===== src/rtl/byte_ram_ctrl.sv =====
// byte_ram_ctrl: shares one byte-wide RAM between a fetch port and a data
// port, serialising word/half/byte accesses into little-endian byte cycles.
// Ports: clk, rst (sync, active-high)
//   fetch : i_req, i_addr -> i_rdata, i_done
//   data  : d_req, d_we, d_size, d_unsigned, d_addr, d_wdata
//           -> d_rdata, d_done, d_err
//   ram   : ram_addr, ram_d, ram_we <- ram_q (combinational read)
//   busy  : high whenever the sequencer is not idle
module byte_ram_ctrl #(
    parameter int ADDR_W = 10
) (
    input  logic              clk,
    input  logic              rst,
    input  logic              i_req,
    input  logic [ADDR_W-1:0] i_addr,
    output logic [31:0]       i_rdata,
    output logic              i_done,
    input  logic              d_req,
    input  logic              d_we,
    input  logic [1:0]        d_size,
    input  logic              d_unsigned,
    input  logic [ADDR_W-1:0] d_addr,
    input  logic [31:0]       d_wdata,
    output logic [31:0]       d_rdata,
    output logic              d_done,
    output logic              d_err,
    output logic [ADDR_W-1:0] ram_addr,
    output logic [7:0]        ram_d,
    output logic              ram_we,
    input  logic [7:0]        ram_q,
    output logic              busy
);

    typedef enum logic [1:0] {IDLE, XFER, DONE} state_t;

    state_t state, state_nx;

    logic [1:0]        cnt;
    logic [1:0]        last;
    logic              last_d;
    logic              g_d;
    logic [ADDR_W-1:0] base;
    logic              we_r;
    logic              uns_r;
    logic              err_r;
    logic [31:0]       wdata_r;
    logic [31:0]       asm_r;

    logic              gnt_i;
    logic              gnt_d;
    logic              mis_d;
    logic [1:0]        d_last;
    logic [31:0]       word_c;
    logic [31:0]       ext_c;
    logic [7:0]        wbyte;
    logic              unused_bits;

    assign unused_bits = ^i_addr[1:0];

    // Round-robin: on a tie, serve the port that was not served last.
    always_comb begin
        gnt_i = 1'b0;
        gnt_d = 1'b0;
        if (state == IDLE) begin
            if (i_req && d_req) begin
                gnt_i = last_d;
                gnt_d = !last_d;
            end else begin
                gnt_i = i_req;
                gnt_d = d_req;
            end
        end
    end

    // d_last is length-1; its set bits are exactly the address bits
    // that must be zero for an aligned access.
    always_comb begin
        unique case (d_size)
            2'b00:   d_last = 2'd0;
            2'b01:   d_last = 2'd1;
            default: d_last = 2'd3;
        endcase
        mis_d = (d_last[0] & d_addr[0]) | (d_last[1] & d_addr[1]);
    end

    // Load word as it will look once the current byte lands.
    always_comb begin
        word_c = asm_r;
        unique case (cnt)
            2'd0: word_c[7:0]   = ram_q;
            2'd1: word_c[15:8]  = ram_q;
            2'd2: word_c[23:16] = ram_q;
            default: word_c[31:24] = ram_q;
        endcase
        unique case (last)
            2'd0:    ext_c = {{24{!uns_r & word_c[7]}}, word_c[7:0]};
            2'd1:    ext_c = {{16{!uns_r & word_c[15]}}, word_c[15:0]};
            default: ext_c = word_c;
        endcase
    end

    always_comb begin
        unique case (cnt)
            2'd0: wbyte = wdata_r[7:0];
            2'd1: wbyte = wdata_r[15:8];
            2'd2: wbyte = wdata_r[23:16];
            default: wbyte = wdata_r[31:24];
        endcase
    end

    always_ff @(posedge clk) begin
        if (rst) state <= IDLE;
        else     state <= state_nx;
    end

    always_comb begin
        state_nx = state;
        unique case (state)
            IDLE: begin
                if (gnt_d && mis_d)      state_nx = DONE;
                else if (gnt_i || gnt_d) state_nx = XFER;
            end
            XFER:    if (cnt == last) state_nx = DONE;
            DONE:    state_nx = IDLE;
            default: state_nx = IDLE;
        endcase
    end

    always_ff @(posedge clk) begin
        if (rst) begin
            cnt     <= '0;
            last    <= '0;
            last_d  <= 1'b1;
            g_d     <= 1'b0;
            base    <= '0;
            we_r    <= 1'b0;
            uns_r   <= 1'b0;
            err_r   <= 1'b0;
            wdata_r <= '0;
            asm_r   <= '0;
            i_rdata <= '0;
            d_rdata <= '0;
        end else begin
            if (gnt_i) begin
                g_d    <= 1'b0;
                last_d <= 1'b0;
                base   <= {i_addr[ADDR_W-1:2], 2'b00};
                last   <= 2'd3;
                we_r   <= 1'b0;
                uns_r  <= 1'b1;
                err_r  <= 1'b0;
                cnt    <= '0;
            end else if (gnt_d) begin
                g_d     <= 1'b1;
                last_d  <= 1'b1;
                base    <= d_addr;
                last    <= d_last;
                we_r    <= d_we;
                uns_r   <= d_unsigned;
                wdata_r <= d_wdata;
                err_r   <= mis_d;
                cnt     <= '0;
                if (mis_d) d_rdata <= '0;
            end
            if (state == XFER) begin
                asm_r <= word_c;
                if (cnt == last) begin
                    if (!g_d)      i_rdata <= word_c;
                    else if (!we_r) d_rdata <= ext_c;
                end else begin
                    cnt <= cnt + 2'd1;
                end
            end
        end
    end

    always_comb begin
        ram_addr = '0;
        ram_d    = '0;
        ram_we   = 1'b0;
        if (state == XFER) begin
            ram_addr = base + ADDR_W'(cnt);
            ram_we   = we_r;
            if (we_r) ram_d = wbyte;
        end
        i_done = (state == DONE) && !g_d;
        d_done = (state == DONE) && g_d;
        d_err  = (state == DONE) && g_d && err_r;
        busy   = (state != IDLE);
    end

endmodule


===== config.mk =====
export PLATFORM = sky130hd
export DESIGN_NAME = byte_ram_ctrl
export DESIGN_NICKNAME = d
export VERILOG_FILES = /design/src/rtl/byte_ram_ctrl.sv
export SDC_FILE = /design/constraint.sdc
export NUM_CORES = 1
export LEC_CHECK = 0
export ABC_AREA = 1
export BUFFER_PORTS_ARGS = -buffer_cell sky130_fd_sc_hd__buf_2
export CORE_MARGIN = 2
export CORE_UTILIZATION = 50
export DETAILED_ROUTE_END_ITERATION = 8
export PLACE_DENSITY = 0.75
export SETUP_SLACK_MARGIN = 0.15
export SLEW_MARGIN = 20
export SYNTH_ARGS = -nofsm -noshare
export SYNTH_HDL_FRONTEND = slang
export SYNTH_SLANG_ARGS = --single-unit

===== constraint.sdc =====
create_clock -name clk -period 1.96 [get_ports clk]
set_input_delay 0 -clock clk [delete_from_list [all_inputs] [get_ports clk]]
set_output_delay 0 -clock clk [all_outputs]
set_load 0.1 [all_outputs]

==> flow_summary.ini <==
[grt]
grtUsageTotal_pct = 30.0
grt_pass1_wl_um = 34700
grt_start_max_net_pins = 58
grt_pass1_vias = 7225
antenna_found_initial = 0
grt.overflow.total = 0

[cells_and_area]
area_growth_pct = 44.9
final_core_util_pct = 73.6
fin_area_um2 = 10100
final_nets = 1362
insertedDiodeCount = 0
drive_gt1_share_pct = 25.2
layout.cells.non_filler = 1479

[drt]
first_pass_iters = 6
via_per_inst = 5.25
vias = 7771
first_iter_violations = 822
drc = 0
wirelength_um = 23000
ant_nets = 0
wl_per_cell_um = 15.6

[worst_setup_path]
startpoint = base[0]
endpoint_kind = output port
r2r_start = state[0]
critPathArrivalTime_ps = 2030
start_kind = flip-flop
reg2reg_depth = 7
required_ps = 1960
criticalPathCategory = reg2out
worstPathMaxFanout = 3

[worst_hold_path]
min_from = i_addr[6]
hp-class = in2reg
hold_depth = 5

[die]
rows = 43
die_x_um = 122
coreArea_um2 = 13700
top_level_ports = 155
initial_core_util_pct = 50.8
dieHeight_um = 122
dieArea_um2 = 14900

[clock_tree]
root_buffer = clkbuf_16
cts.sinks = 149
cts_buffers = 17
tritoncts = built
worstSkewPairLatency_ps = 420
cts_htree_levels = 4
clock_path_buffers = 2
clkTransAtPathRegs_ps = 60

[status]
status = finished, violations left
violations = negative hold slack, negative setup slack

[logic_synthesis]
synth_top_area_share_pct = 42.8
syn-num-nets = 1149
yosysMostFrequentCell = nand2_1
synth_common_cells = 366 x nand2_1, 149 x dfxtp_1, 126 x nor2_1
async_flop_share_pct = 0
ys_types = 27
synth-seq-cells = 149
synth_warnings = 0
yosys.area.top_type = dfxtp_1
ys_top_cells_by_area = dfxtp_1 43%, nand2_1 20%, a21oi_1 7.5%
synthCells = 1074
synthFlopType = dfxtp_1
synth_edf_count = 0
synth_seq_area_share_pct = 42.8
syn_avg_cell_area_um2 = 6.49
synthesis.area_um2 = 6970

[place]
port_buffers = 152
place_area_um2 = 8490
dp_hpwl_um = 14000
gp_congestion = 0.915
dp_cells = 1378

[timing]
fmax_ghz = 0.493
rsz0062_at_grt = yes
fin_skew_ps = 6.28
tns_ps = -199
period_minus_slack_ps = 2030
fin_crit_sh_pct = 104
worstMarginPinSlew_ps = 556
setup_viol = 4
hold_viol = 1
relSlewSlack_pct = 62.8
whs_ps = -36.5
slew_viol_final = 0
worst_slack_ps = -70.0

[pwr]
p_per_area_nw_per_um2 = 1460
peakVddDrop_mv = 0.945
p_leak_nw = 4.73

[job]
maxCapViolations = 0
[layer usage]
metal  up-vias  share of wire (%)  global-route usage [%]  wire length, µm
li1       3788                  -                       -                -
met5         -                  0                       0                0
met3        86                6.6                    5.81             1520
met4         0                4.7                    16.5             1080
met1      3520                 38                    34.5             8750
met2       377                 51                    52.3            11700
[worst paths after layout]
check / endpoint / slack [ps]
min: base[6] / -40
max reg2reg: base[4] / 200
min reg2reg: asm_r[1] / 450
max: ram_addr[6] / -70
[sequential cells by signal, summed over array words and instances, names as in the netlist]
signal   cells
asm_r       32
d_rdata     32
i_rdata     32
wdata_r     32
base        10
cnt          2
last         2
state        2
err_r        1
g_d          1
last_d       1
uns_r        1
we_r         1
[layout by cell type (no fill, tap or decap), types with 6 or more instances in the layout]
cell type and count:
a21oi_1 93, nand3_1 22, inv_2 10, dlygate4sd3_1 51, clkbuf_8 6, a21oi_2 9, a31oi_4 8, o21ai_0 55
nor2_4 9, nor2_1 119, clkbuf_16 17, inv_1 103, nand2_2 9, o21ai_4 7, dfxtp_1 144, nand2_1 349
buf_12 23, nand4_1 18, buf_4 40, nand2_4 9, buf_2 134, o21ai_1 8
[worst max-delay path, stage by stage, from the launching register on]
cell	delay, ps
dfxtp_2	360
ha_4	140
inv_2	30
fa_2	340
inv_2	80
nand2_4	70
nor2_4	100
a21oi_2	70
nor3_4	200
buf_12	200
[per-stage QoR]
step           power [mW]  setup WS [ps]  hold slack (ps)
6_report             14.7          -70.0            -36.5
3_3_place_gp         10.7            183              251
4_1_cts              14.3          -98.2             8.26
5_1_grt              15.5           -153             41.4
2_1_floorplan        9.40           -149              136
3_5_place_dp         10.8            129              256
[cells by family (layout without fill, tap and decap cells)]
kind of cell	count (synthesis)	count (layout)	synth area share (%)
AND/OR/NAND/NOR	548	548	31.3
AO/OA/AOI/OAI	189	189	14.1
buffers and inverters	181	406	10.4
flip-flops	149	149	42.8
adder cells (fa/ha/maj)	7	7	1.36
[power breakdown]
| group | internal [mW] | switching (mW) |
|---|---|---|
| clock | 1.94 | 1.21 |
| sequential | 3.81 | 0.498 |
| combinational | 1.96 | 5.30 |
| total | 7.71 | 7.00 |
[cell type report]
type | instances | area, µm²
multi-input combinational | 744 | 3790
fill | 1003 | 3620
sequential | 149 | 3000
timing repair buffer | 255 | 2050
clock buffer | 28 | 527
inverter | 120 | 469
tap | 180 | 225
clock inverter | 3 | 40.0
[repair_timing]
item	4_1_cts	5_1_grt
pin swaps	10	19
buffers inserted	6	11
gates resized for setup	22	65
endpoints found under the hold margin	45	0
setup endpoints to repair	29	47
gates cloned	1	1
hold buffers	53	0
(Power assumes the default switching activity.)
